`src/rtl/cpu_pkg.sv`:
```
// Shared definitions for the summer CPU fetch stage.
//   RESET_VEC / IRQ_VEC / EXC_VEC : default fixed PC entry points
//   NOP                           : instruction word injected while booting
//   fetch_state_e                 : fetch-stage state (boot cycle, normal running)
//   pc_plus4 / keep_kernel        : PC arithmetic that preserves the kernel bit (pc[31])
package cpu_pkg;

  localparam logic [31:0] RESET_VEC = 32'h8000_0000;
  localparam logic [31:0] IRQ_VEC   = 32'h8000_0004;
  localparam logic [31:0] EXC_VEC   = 32'h8000_0008;
  localparam logic [31:0] NOP       = 32'h0000_0000;

  typedef enum logic [0:0] {
    StBoot = 1'b0,
    StRun  = 1'b1
  } fetch_state_e;

  // Sequential successor; the increment wraps inside the low 31 bits so the
  // kernel bit can never be changed by falling through.
  function automatic logic [31:0] pc_plus4(logic [31:0] pc);
    return {pc[31], pc[30:0] + 31'd4};
  endfunction

  // Relative redirects (branch, jump) keep the current privilege level.
  function automatic logic [31:0] keep_kernel(logic [31:0] pc, logic [31:0] tgt);
    return (pc & 32'h8000_0000) | (tgt & 32'h7FFF_FFFF);
  endfunction

endpackage

```
`src/rtl/pc_next_sel.sv`:
```
// Combinational next-PC priority mux for the fetch stage.
// Inputs : run_i (fetch state is RUN), pc_i (current PC), stall_i, redirect
//          requests with targets (exception, branch, jr, jump), irq_pending_i.
// Outputs: next_pc_o (PC for the next cycle), flush_if_o (current fetch is
//          wrong-path), irq_take_o (interrupt is taken at the coming edge).
module pc_next_sel
  import cpu_pkg::*;
#(
  parameter logic [31:0] IrqVec = IRQ_VEC,
  parameter logic [31:0] ExcVec = EXC_VEC
) (
  input  logic        run_i,
  input  logic [31:0] pc_i,
  input  logic        stall_i,
  input  logic        exception_i,
  input  logic        branch_taken_i,
  input  logic [31:0] branch_target_i,
  input  logic        jump_i,
  input  logic [31:0] jump_target_i,
  input  logic        jr_i,
  input  logic [31:0] jr_target_i,
  input  logic        irq_pending_i,
  output logic [31:0] next_pc_o,
  output logic        flush_if_o,
  output logic        irq_take_o
);

  logic redirect;

  always_comb begin
    redirect   = exception_i | branch_taken_i | jr_i | jump_i;
    // Interrupts are only taken in user mode and never on top of a stall or
    // another redirect, so the pending request simply waits.
    irq_take_o = run_i & irq_pending_i & ~pc_i[31] & ~stall_i & ~redirect;
    flush_if_o = run_i & (redirect | irq_take_o);

    next_pc_o = pc_i;
    if (run_i) begin
      if (exception_i) begin
        next_pc_o = ExcVec;
      end else if (branch_taken_i) begin
        next_pc_o = keep_kernel(pc_i, branch_target_i);
      end else if (jr_i) begin
        // Full-width target: the only path out of kernel mode.
        next_pc_o = jr_target_i;
      end else if (jump_i) begin
        next_pc_o = keep_kernel(pc_i, jump_target_i);
      end else if (irq_take_o) begin
        next_pc_o = IrqVec;
      end else if (stall_i) begin
        next_pc_o = pc_i;
      end else begin
        next_pc_o = pc_plus4(pc_i);
      end
    end
  end

endmodule

```
`src/rtl/if_fetch_unit.sv`:
```
// Instruction-fetch stage: holds the PC, drives instruction memory and feeds
// the IF/ID register.
// Inputs : clk, rst (async, active low), stall, exception, branch_taken /
//          branch_target, jump / jump_target, jr / jr_target, irq (level),
//          imem_rdata (combinational ROM read of imem_addr).
// Outputs: imem_addr (= pc), pc_plus4_out, instr_out (nop while booting),
//          flush_if, irq_ack (one-cycle pulse per taken interrupt),
//          irq_epc (resume address of the last taken interrupt).
module if_fetch_unit
  import cpu_pkg::*;
#(
  parameter logic [31:0] ResetVec = RESET_VEC,
  parameter logic [31:0] IrqVec   = IRQ_VEC,
  parameter logic [31:0] ExcVec   = EXC_VEC
) (
  input  logic        clk,
  input  logic        rst,
  input  logic        stall,
  input  logic        exception,
  input  logic        branch_taken,
  input  logic [31:0] branch_target,
  input  logic        jump,
  input  logic [31:0] jump_target,
  input  logic        jr,
  input  logic [31:0] jr_target,
  input  logic        irq,
  output logic [31:0] imem_addr,
  input  logic [31:0] imem_rdata,
  output logic [31:0] pc_plus4_out,
  output logic [31:0] instr_out,
  output logic        flush_if,
  output logic        irq_ack,
  output logic [31:0] irq_epc
);

  fetch_state_e state_q, state_d;
  logic [31:0]  pc_q, pc_d;
  logic         irq_pending_q, irq_pending_d;
  logic         irq_ack_q, irq_ack_d;
  logic [31:0]  irq_epc_q, irq_epc_d;

  logic         run;
  logic [31:0]  next_pc;
  logic         irq_take;

  assign run = (state_q == StRun);

  pc_next_sel #(
    .IrqVec (IrqVec),
    .ExcVec (ExcVec)
  ) u_pc_next_sel (
    .run_i           (run),
    .pc_i            (pc_q),
    .stall_i         (stall),
    .exception_i     (exception),
    .branch_taken_i  (branch_taken),
    .branch_target_i (branch_target),
    .jump_i          (jump),
    .jump_target_i   (jump_target),
    .jr_i            (jr),
    .jr_target_i     (jr_target),
    .irq_pending_i   (irq_pending_q),
    .next_pc_o       (next_pc),
    .flush_if_o      (flush_if),
    .irq_take_o      (irq_take)
  );

  always_comb begin
    state_d = state_q;
    unique case (state_q)
      StBoot:  state_d = StRun;
      StRun:   state_d = StRun;
      default: state_d = StBoot;
    endcase
  end

  always_comb begin
    pc_d          = next_pc;
    // A new request is recorded even on the edge that takes an older one, so
    // a level irq still asserted after the take is not dropped.
    irq_pending_d = (irq_pending_q & ~irq_take) | irq;
    irq_ack_d     = irq_take;
    // The squashed fetch at pc is where the handler must resume.
    irq_epc_d     = irq_take ? pc_q : irq_epc_q;
  end

  always_ff @(posedge clk or negedge rst) begin
    if (!rst) begin
      state_q       <= StBoot;
      pc_q          <= ResetVec;
      irq_pending_q <= 1'b0;
      irq_ack_q     <= 1'b0;
      irq_epc_q     <= 32'h0;
    end else begin
      state_q       <= state_d;
      pc_q          <= pc_d;
      irq_pending_q <= irq_pending_d;
      irq_ack_q     <= irq_ack_d;
      irq_epc_q     <= irq_epc_d;
    end
  end

  assign imem_addr    = pc_q;
  assign pc_plus4_out = pc_plus4(pc_q);
  assign instr_out    = run ? imem_rdata : NOP;
  assign irq_ack      = irq_ack_q;
  assign irq_epc      = irq_epc_q;

endmodule

```
`config.mk`:
```
export PLATFORM = sky130hd
export DESIGN_NAME = if_fetch_unit
export DESIGN_NICKNAME = d
export VERILOG_FILES = /design/src/rtl/cpu_pkg.sv /design/src/rtl/pc_next_sel.sv /design/src/rtl/if_fetch_unit.sv
export SDC_FILE = /design/constraint.sdc
export NUM_CORES = 1
export LEC_CHECK = 0
export ABC_AREA = 1
export BUFFER_PORTS_ARGS = -buffer_cell sky130_fd_sc_hd__buf_2
export CAP_MARGIN = 20
export CORE_MARGIN = 2
export CORE_UTILIZATION = 40
export DETAILED_ROUTE_END_ITERATION = 12
export PLACE_DENSITY = 0.76
export SLEW_MARGIN = 20
export SYNTH_ARGS = -nofsm -noshare
export SYNTH_HDL_FRONTEND = slang
export SYNTH_SLANG_ARGS = --single-unit
```
`constraint.sdc`:
```
create_clock -name clk -period 2.2 [get_ports clk]
set_input_delay 0.44 -clock clk [delete_from_list [all_inputs] [get_ports clk]]
set_output_delay 0.44 -clock clk [all_outputs]
set_load 0.05 [all_outputs]
```
Yosys cells after proc, flatten, opt, wreduce, memory -nomap -nowiden:

Index checks and enable logic that the tools add are counted.

* register bits after elaboration: 67
* input port bits: 136
* output and inout bits: 130
* logic and storage cells: 35

* add/subtract/negate cells: 1
* eq/ne operators: 1
* muxes and demuxes: 7
* bitwise operators: 17
* reductions and logical operators: 3

Operator list (count)
* $mux 32: 6
* $or 32x31->32: 2
* $add 31x3->31 const B: 1
* $mux 31: 1
* $and 1x1->1: 6
* $ne 6x1->1 const B: 1
* $or 1x1->1: 5
* $reduce_bool 5->1: 1
* $not 1->1: 4
* $reduce_and 2->1: 2

Logic depth before layout (Yosys ltp):

Gate-level depths: netlist of the first run.

* depth after elaboration: 10
* depth in mapped cells: 11

By module:

From an unflattened synthesis of the first run, not the netlist that was laid out.

* cell total of the unflattened synthesis: 771
* area, all modules: 5262.5 µm²

By module, submodules not included
* if_fetch_unit: instances 1, cells each 346, area each 3133.0 µm², sequential area each 1677.9 µm²
* pc_next_sel: instances 1, cells each 425, area each 2129.5 µm², sequential area each 0.0 µm²

Worst setup path after synthesis of the first run:

Ideal clock, no wire load.

* path kind: reg-to-output
* start: register pc_q[2], in the netlist imem_addr[2]
* end: output port pc_plus4_out[21]
* data arrival time: 2.096 ns
* setup slack: -0.336 ns
* stages on the path, launching flop included: 8
* buffers on the path: 0
* cells stage by stage: dfrtp_1 -> inv_1 -> nor2_1 -> nand2_2 -> nor2_4 -> nand2_1 -> nand2_1 -> and2_1

* longest elaborated chain between the ends: 1

RTL lines
* from (decl): RTL line if_fetch_unit.sv:37 `logic [31:0] pc_q, pc_d;`
* from (signal assigned): RTL line if_fetch_unit.sv:90 `pc_q <= ResetVec;`
* from (signal assigned): RTL line if_fetch_unit.sv:96 `pc_q <= pc_d;`
* $add 31x3->31: RTL line cpu_pkg.sv:21 `return {pc[31], pc[30:0] + 31'd4};`
* to (decl): RTL line if_fetch_unit.sv:29 `output logic [31:0] pc_plus4_out,`

No other way between the ends.

Final worst setup path of the first run:

* start: register pc_q[3], in the netlist imem_addr[3]
* end: output port pc_plus4_out[12]

Same word-level chain as after synthesis.

==> results_dict.tcl, run 1 <==
set metrics [dict create \
    htree_levels 3 \
    placed_cells 1110 \
    crit_fanout 4 \
    slew_headroom 0.6283 \
    met1_usage 0.3539 \
    startpoint_type "flip-flop" \
    drv_slew 0 \
    place_congestion 0.9336 \
    path_class "reg2out" \
    clock_skew_ns 0.008517 \
    power_mw 5.213 \
    track_usage 0.2836 \
    syn_area_um2 4633 \
    drt_pre_antenna_iters 5 \
    die_h_um 111.6 \
    worstPathArrival_ns 1.85 \
    slowest_stage "dfrtp_2" \
    ys_warn_count 0 \
    final_area_um2 6917 \
    stdcell_count 1144 \
    die_w_um 111.6 \
    violations "setup timing" \
    maxCapViolCount 0 \
    antenna_left 0 \
    drc 0 \
    power.leakage_nw 3.832 \
    syn_nets 856 \
    setup_violations 18 \
    row_count 39 \
    rr_worst_depth 9 \
    io_pins 266 \
    holdWs_ns 0.1180 \
    grt_max_degree 68 \
    slowest_delay_ns 0.40 \
    cts_buffer_depth 2 \
    grt-busiest-layer "met2" \
    critPathRequiredTime_ns 1.76 \
    period_minus_slack_ns 2.292 \
    core_um2 11370 \
    ctsHoldBuffers 0 \
    portBuffers 263 \
    power_per_cell_area_nw_per_um2 753.6 \
    max_slew.worst_pin.slew_ns 0.5575 \
    yosys.area.top_type_share 0.3565 \
    finalHoldViolations 0 \
    cts_tree "built" \
    place_hpwl_um 13810 \
    r2r_start "imem_addr[31]$_DFFE_PN1P_" \
    path_cells "ha_4 > nand2_4 > nor2_4 > nand3_2 > inv_2 > nand2_1 > nand2_1 > inv_1 > buf_4" \
    overflow 0 \
    fin_crit_sh 1.042 \
    first_global_vias 5505 \
    via_count 5804 \
    min_path_type "in2async" \
    nets 1131 \
    antenna_found_initial 2 \
    synth-seq-area-share 0.3621 \
    ir_drop_v 0.0004799 \
    drive_gt1_frac 0.4064 \
    synthTopCellsByArea "dfrtp_1 (36%), nand2_1 (16%), nor2_1 (8.7%), a21oi_1 (7.8%), inv_1 (7.0%)" \
    numCtsBuffers 9 \
    cpMostUsedCell "nand2_1" \
    place_area_um2 6121 \
    end_kind "primary output" \
    clk_pin_slew_ns 0.06 \
    syn_to_final_growth_pct 49.28 \
    vias_per_cell 5.073 \
    grt_pass1_wl_um 27820 \
    clock_latency_ns 0.34 \
    r2r_slack_ns 0.24 \
    pre_cts_ws_ns 0.08610 \
    max_freq_ghz 0.4363 \
    met3_usage 0.03647 \
    start_util 0.4075 \
    synth_seq_cells 67 \
    synth_cell_types 35 \
    routedWlPerCell_um 15.96 \
    synthCells 719 \
    dieArea_um2 12460 \
    rsz0062_at_grt "yes" \
    fin_ws_ns -0.09200 \
    wl_um 18260 \
    outcome "finished with violations" \
    synth_top_area_cell "dfrtp_1" \
    fillCellCount 1123 \
    cts_num_sinks 67 \
    cts-root-buf "clkbuf_16" \
    drt_iter0_drc 454 \
    grt_util_met2 0.4889 \
    synth_area_per_cell_um2 6.444 \
    rr_endpoint "imem_addr[25]$_DFFE_PN0P_" \
]
[cell type report]
class                   instances  area (um^2)  area share
multi-input cells             526         2624      0.3793
flip-flops and latches         67         1695      0.2451
inverters                      91        349.1     0.05047
repair buffers                299         1759      0.2543
well taps                     143        178.9     0.02587
clock buffers                  11        242.7     0.03509
diodes                          2        5.005   0.0007236
clock inverters                 5        62.56    0.009045
[Yosys cell counts]
cell and count:
a21o_1 4, a21oi_1 72, a21oi_2 1, a221oi_1 1, a22oi_1 13, a31oi_1 1
and2_1 14, and2_2 1, buf_2 6, buf_4 4, buf_6 1, clkbuf_1 19
clkbuf_8 3, clkinv_1 1, conb_1 1, dfrtp_1 66, dfstp_2 1, dlygate4sd1_1 1
dlymetal6s2s_1 1, ha_1 1, inv_1 86, inv_2 4, nand2_1 196, nand2_2 4
nand3_1 35, nand3_2 1, nand4_1 2, nor2_1 108, nor2_2 3, nor2_4 5
o211ai_1 1, o21ai_0 50, o21ai_1 5, o221a_2 1, xor2_1 6
[layer usage]
layer  vias up  part of all wire
met5         -                 0
met2       298              0.49
met3        54             0.059
li1       2821                 -
met1      2631              0.41
met4         0             0.040
[power by group]
part	leakage [nW]	switching [mW]	internal, mW
sequential	0.832	0.151	1.39
combinational	2.86	1.58	0.617
clock	0.142	0.561	0.912
total	3.83	2.30	2.92
[kinds of logic (layout without fill, tap and decap cells)]
logic type | count (synthesis) | count (layout) | synth area share
other | 1 | 3 | 0.0008094
AO/OA/AOI/OAI | 149 | 149 | 0.1739
XOR/XNOR | 6 | 6 | 0.01134
adder cells (fa/ha/maj) | 1 | 1 | 0.002700
buffers and inverters | 126 | 406 | 0.1180
AND/OR/NAND/NOR | 369 | 369 | 0.3311
flip-flops | 67 | 67 | 0.3621
[critical path: cells and delay by family, from the launching register on]
| family | cells | cell delay, ns |
|---|---|---|
| buf+inv | 3 | 0.37 |
| simple gates | 5 | 0.59 |
| fa+ha+maj | 1 | 0.16 |
| flops | 1 | 0.40 |
[per-stage QoR]
step           utilization  TNS [ns]
6_report            0.6083   -0.6998
5_1_grt             0.6083    -2.711
4_1_cts             0.5857   -0.3496
3_5_place_dp        0.5384         0
3_3_place_gp        0.5384         0
2_1_floorplan            -  -0.02151
[state kept, by name, indices dropped and copies added (netlist names)]
register	count
imem_addr	32
irq_pending_q	1
irq_ack	1
run	1
irq_epc	32
[cells in the final DEF, fill, tap and decap left out, drive strengths merged]
master	count
o221a	1
a22oi	13
nand2	200
dfrtp	66
a21o	4
dfstp	1
xor2	6
clkinvlp	4
clkbuf	12
a221oi	1
o211ai	1
a31oi	1
bufinv	1
inv	88
a21oi	73
diode	2
conb	1
buf	298
nor2	116
and2	15
nand4	2
nand3	36
clkinv	3
o21ai	55
ha	1
[what timing repair did]
item                       4_1_cts  5_1_grt
resized for setup               60       64
setup buffers                    7        9
pin swaps                        5       16
setup endpoints to repair       22       26
[worst max-delay path by stage]
stage	endpoint	slack, ns	startpoint
after floorplan	pc_plus4_out[25]	-0.01	imem_addr[2]$_DFFE_PN0P_
after CTS	pc_plus4_out[30]	-0.04	imem_addr[2]$_DFFE_PN0P_
final	pc_plus4_out[12]	-0.09	imem_addr[3]$_DFFE_PN0P_
after global placement	pc_plus4_out[28]	0.12	imem_addr[2]$_DFFE_PN0P_
after global routing	pc_plus4_out[25]	-0.18	imem_addr[6]$_DFFE_PN0P_
after detailed placement	pc_plus4_out[28]	0.09	imem_addr[2]$_DFFE_PN0P_
(Power assumes the default switching activity.)
==> run 2: changes to the inputs <==
--- a/config.mk
+++ b/config.mk
@@ -7,3 +7,2 @@
 export LEC_CHECK = 0
-export ABC_AREA = 1
 export BUFFER_PORTS_ARGS = -buffer_cell sky130_fd_sc_hd__buf_2
==> constraint.sdc (replaced) <==
create_clock -name clk -period 2.2 [get_ports clk]
set_input_delay 0 -clock clk [delete_from_list [all_inputs] [get_ports clk]]
set_output_delay 0 -clock clk [all_outputs]
set_load 0.05 [all_outputs]
==> results_dict.tcl, run 2 <==
set metrics [dict create \
    outcome "finished with violations" \
    violations "setup timing" \
    synthCells 515 \
    vias_per_cell 5.697 \
    place_congestion 0.9597 \
    pre_cts_ws_ns 0.06338 \
    layout_commonest_cell "buf_2" \
    core_um2 11420 \
    power_per_cell_area_nw_per_um2 691.1 \
    nets 976 \
    cts_num_sinks 67 \
    die_h_um 112 \
    grt_pass1_wl_um 28720 \
    fin_ws_ns -0.01469 \
    synthTopCellsByArea "dfrtp_1 (35%), mux2_2 (6.0%), and2_1 (4.6%), a221oi_1 (3.6%), a21oi_1 (3.5%)" \
    maxCapViolCount 0 \
    routedWlPerCell_um 19.00 \
    max_freq_ghz 0.4515 \
    clk_pin_slew_ns 0.06 \
    utilization 0.6501 \
    placed_cells 927 \
    crit_fanout 6 \
    met1_usage 0.3642 \
    grt_util_met2 0.5071 \
    clock_skew_ns 0.008338 \
    slowest_delay_ns 0.57 \
    period_minus_slack_ns 2.215 \
    setup_violations 2 \
    synth.most_common_cell "dfrtp_1" \
    final_area_um2 7423 \
    stdcell_count 989 \
    overflow 0 \
    drt_pre_antenna_iters 5 \
    slowest_stage "or4_4" \
    max_slew.worst_pin.slew_ns 0.6956 \
    portBuffers 263 \
    p_int_mw 3.027 \
    syn_to_final_growth_pct 59.10 \
    clockPowerShare 0.305 \
    min_path_type "in2reg" \
    slew_headroom 0.5243 \
    ys_warn_count 0 \
    p_comb_frac 0.402 \
    drive_gt1_frac 0.5344 \
    cts_tree "built" \
    end_kind "primary output" \
    place_area_um2 6570 \
    antenna_found_initial 1 \
    switching_share 0.4100 \
    synth-seq-area-share 0.3596 \
    yosys.area.top_type_share 0.3540 \
    start_util 0.4086 \
    synth_top_area_cell "dfrtp_1" \
    ir_drop_v 0.0005297 \
    dieArea_um2 12540 \
    grt-busiest-layer "met2" \
    die_w_um 112 \
    cts_buffer_depth 2 \
    numCtsBuffers 9 \
    fin_crit_sh 1.007 \
    tns_ns -0.02711 \
    via_count 5634 \
    clock_latency_ns 0.34 \
    drt_iter0_drc 571 \
    critPathRequiredTime_ns 2.20 \
    seqPwrFrac 0.292 \
    worstPathArrival_ns 2.21 \
    synth_seq_cells 67 \
    path_class "reg2out" \
    syn_nets 652 \
    layout_common_cells "buf_2 (249), buf_4 (75), dfrtp_1 (45)" \
    antenna_left 0 \
    row_count 39 \
    rsz0062_at_grt "yes" \
    path_cells "and4_4 > nand4_1 > buf_6 > or4_4 > xnor2_4 > buf_6" \
    wl_um 18790 \
    synth_edf_count 0 \
    p_sw_mw 2.103 \
    first_global_vias 5484 \
    cts-root-buf "clkbuf_16" \
    async_flop_share 1.000 \
    synth-main-ff-cell "dfrtp_1" \
    synth_cell_types 64 \
    startpoint_type "flip-flop" \
    fillCellCount 946 \
    drc 0 \
    critical_path.top_delay_family "simple AND/OR/NAND/NOR gates" \
    power.leakage_nw 3.836 \
    worst-path-buf-inv 2 \
    track_usage 0.2892 \
    htree_levels 3 \
    synth_area_per_cell_um2 9.060 \
    met3_usage 0.05117 \
    cpMostUsedCell "buf_6" \
    syn_area_um2 4666 \
    drv_slew 0 \
    grt_max_degree 56 \
    io_pins 266 \
    finalHoldViolations 0 \
    synth.top_cells.by_count "dfrtp_1 (66), and2_1 (34), a21oi_1 (33)" \
    place_hpwl_um 14310 \
]
## run 2: changes by cell type after synthesis, moves of 20 or more
cell	before	now
nand2_1	196	31
nor2_1	108	18
inv_1	86	24
a21oi_1	72	33
mux2_2	0	25
o21ai_0	50	29
and2_1	14	34
## run 2: through the flow
stage                     power, mW  hold slack [ns]
after global routing          5.324          0.02433
final                         5.130         0.007725
after global placement        3.426           0.1068
after CTS                     5.067        0.0008606
after floorplan               2.896          -0.2956
after detailed placement      3.447           0.1100
## run 2: final timing paths
path | slack [ns] | start | cells past startpoint | to
setup reg to reg | 0.15 | imem_addr[5]$_DFFE_PN0P_ | 6 | imem_addr[23]$_DFFE_PN0P_
hold / removal | 0.008 | branch_target[2] | 3 | imem_addr[2]$_DFFE_PN0P_
hold reg to reg | 0.48 | irq_epc[1]$_DFFE_PN0P_ | 2 | irq_epc[1]$_DFFE_PN0P_
max in group asynchronous | 1.32 | rst | 3 | irq_epc[18]$_DFFE_PN0P_
setup / recovery | -0.01 | imem_addr[5]$_DFFE_PN0P_ | 6 | pc_plus4_out[29]
min in group asynchronous | 0.26 | rst | 2 | irq_epc[31]$_DFFE_PN0P_
## run 2: logic make-up (layout without fill, tap and decap cells)
group | Yosys count | in the layout | share of synthesized area
xor+xnor | 25 | 25 | 0.04693
fa+ha+maj | 1 | 1 | 0.002681
compound gates | 152 | 152 | 0.2277
other cells | 1 | 3 | 0.0008037
flops | 67 | 67 | 0.3596
buf+inv | 70 | 399 | 0.08367
simple gates | 174 | 174 | 0.2183
mux | 25 | 25 | 0.06034
## run 2: routing by layer
layer  vias to the layer above  wire, um
met2                       303      9640
met1                      2723      7310
met5                         -         0
met3                        34      1459
met4                         0       384
li1                       2574         -
## run 2: layout make-up
cell class | count | area [um^2] | area share
well taps | 143 | 178.9 | 0.02410
clock buffers | 10 | 229.0 | 0.03084
diodes | 2 | 5.005 | 0.0006742
flip-flops and latches | 67 | 1707 | 0.2299
repair buffers | 359 | 2182 | 0.2939
clock inverters | 6 | 90.09 | 0.01214
inverters | 24 | 90.09 | 0.01214
multi-input cells | 378 | 2942 | 0.3963
## run 2: worst min-delay path, delay by kind of cell
| family | cells | cell delay, ns |
|---|---|---|
| AO/OA/AOI/OAI | 2 | 0.20 |
| buffers and inverters | 1 | 0.11 |
## run 2: timing repair
item,in CTS,in global routing
pin swaps,3,7
buffers inserted,3,21
endpoints found under the hold margin,67,0
endpoints found under the setup margin,12,14
gates resized for setup,26,19
hold buffers,20,0
## run 2: power by group through the flow
stage	clock network (mW)	logic [mW]	registers, mW
final	1.57	2.06	1.50
after global placement	0	1.90	1.53
after global routing	1.65	2.16	1.52
after floorplan	0	0.902	1.99
after detailed placement	0	1.91	1.54
after CTS	1.58	1.98	1.51
==> run 3: changes to the inputs <==
CORE_ASPECT_RATIO = 1.25   (was default)
==> results_dict.tcl, run 3 (same netlist as run 2, synthesis figures left out) <==
set metrics [dict create \
    holdWs_ns 0.009609 \
    die_w_um 100.6 \
    start_util 0.4055 \
    switching_share 0.4198 \
    end_kind "primary output" \
    ir_drop_v 0.0004034 \
    cpMostUsedCell "buf_6" \
    p_sw_mw 2.083 \
    seqPwrFrac 0.305 \
    p_int_mw 2.879 \
    dieArea_um2 12550 \
    clock_skew_ns 0.005419 \
    grt_pass1_wl_um 29170 \
    row_count 44 \
    place_area_um2 6571 \
    via_count 5650 \
    place_congestion 0.9082 \
    antenna_found_initial 0 \
    track_usage 0.3011 \
    cts_buffer_depth 2 \
    maxCapViolCount 0 \
    drt_pre_antenna_iters 5 \
    drive_gt1_frac 0.5421 \
    wl_um 19540 \
    nets 975 \
    violations "setup timing" \
    worst-path-buf-inv 3 \
    drc 0 \
    path_class "reg2out" \
    power_per_cell_area_nw_per_um2 674.3 \
    slew_headroom 0.3962 \
    min_from "branch_target[3]" \
    setup_violations 6 \
    numCtsBuffers 9 \
    period_minus_slack_ns 2.299 \
    drv_slew 0 \
    fin_ws_ns -0.09940 \
    cts-root-buf "clkbuf_16" \
    drt_iter0_drc 412 \
    worstPathArrival_ns 2.30 \
    slowest_stage "or4_4" \
    setup.worst_path.start "imem_addr[3]$_DFFE_PN0P_" \
    rsz0062_at_grt "yes" \
    fillCellCount 988 \
    vias_per_cell 5.759 \
    outcome "finished with violations" \
    startpoint_type "flip-flop" \
    crit_fanout 7 \
    htree_levels 3 \
    clk_pin_slew_ns 0.06 \
    cts_tree "built" \
    antenna_left 0 \
    fin_crit_sh 1.045 \
    syn_to_final_growth_pct 57.74 \
    max_freq_ghz 0.4349 \
    clockPowerShare 0.280 \
    grt_max_degree 68 \
    overflow 0 \
    final_area_um2 7360 \
    place_hpwl_um 14560 \
    cts_num_sinks 67 \
    slowest_delay_ns 0.53 \
    portBuffers 263 \
    core_um2 11510 \
    die_h_um 124.8 \
    io_pins 266 \
    power_mw 4.962 \
    layout_commonest_cell "buf_2" \
    stdcell_count 981 \
    pre_cts_ws_ns 0.07685 \
    clock_latency_ns 0.33 \
    r2r_slack_ns 0.04 \
    max_slew.worst_pin.slew_ns 0.9057 \
    routedWlPerCell_um 19.92 \
    finalHoldViolations 0 \
    power.leakage_nw 3.816 \
    layout_common_cells "buf_2 (248), buf_4 (81), dfrtp_1 (45)" \
    p_comb_frac 0.415 \
    path_cells "ha_4 > nand4_1 > buf_4 > buf_6 > or4_4 > xnor2_4 > buf_6" \
    min_path_type "in2reg" \
    diodes 0 \
    first_global_vias 5416 \
    critical_path.top_delay_family "simple AND/OR/NAND/NOR gates" \
    placed_cells 922 \
    critPathRequiredTime_ns 2.20 \
    r2r_start "imem_addr[3]$_DFFE_PN0P_" \
]
run 3: cell count changes in the layout (fill, tap and decap cells not counted), moves of 2 or more:
cell,previous run,this run
buf_4,75,81
dlygate4sd3_1,20,15
buf_6,14,11
clkbuf_8,0,3
bufinv_16,2,0
clkbuf_4,0,2
clkinv_4,2,0
diode_2,2,0
nand2_1,30,28
nand2_2,1,3
run 3: repair_timing:
action	CTS	global route
setup endpoints to repair	11	17
gates resized for setup	22	19
pin swaps	7	9
hold buffers	15	0
buffers inserted	4	24
hold endpoints to repair	77	0
run 3: area by class of cell:
type	instances	area, um^2	area share
clock buffers	14	274.0	0.03723
clock inverters	2	10.01	0.001360
inverters	24	90.09	0.01224
multi-input cells	378	2948	0.4005
flip-flops and latches	67	1707	0.2319
well taps	138	172.7	0.02346
repair buffers	358	2158	0.2933
run 3: path summary, 6_finish.rpt:
path / to / cells after the start
setup / recovery: pc_plus4_out[22] / 7
hold / removal: imem_addr[3]$_DFFE_PN0P_ / 3
setup reg to reg: imem_addr[22]$_DFFE_PN0P_ / 7
hold reg to reg: irq_epc[20]$_DFFE_PN0P_ / 2
max in group asynchronous: imem_addr[8]$_DFFE_PN0P_ / 2
min in group asynchronous: irq_epc[19]$_DFFE_PN0P_ / 2
run 3: power groups by stage:
stage          logic (mW)  clock network (mW)  registers, mW
2_1_floorplan       0.902                   0           1.99
3_3_place_gp         1.92                   0           1.53
3_5_place_dp         1.93                   0           1.54
4_1_cts              1.98                1.41           1.52
5_1_grt              2.15                1.47           1.53
6_report             2.06                1.39           1.51
run 3: per-layer routing:
layer	vias up	wire length (um)	GRT usage
met2	322	10130	0.5180
met5	-	0	0
met4	0	507	0.09992
met3	41	1474	0.05331
met1	2721	7431	0.3759
li1	2566	-	-
run 3: worst register-to-register path: stages (launching register included):
cell and delay [ns]:
dfrtp_2 0.42, ha_4 0.16, nand4_1 0.17, buf_4 0.21
buf_6 0.13, or4_4 0.53, or4_1 0.41, nand3_1 0.08
run 3: stage by stage:
step / TNS, ns / util
after global placement: 0 / 0.5711
after global routing: -0.6836 / 0.6396
after CTS: -0.01749 / 0.6183
after detailed placement: 0 / 0.5711
final: -0.2281 / 0.6396
after floorplan: -0.5516 / -
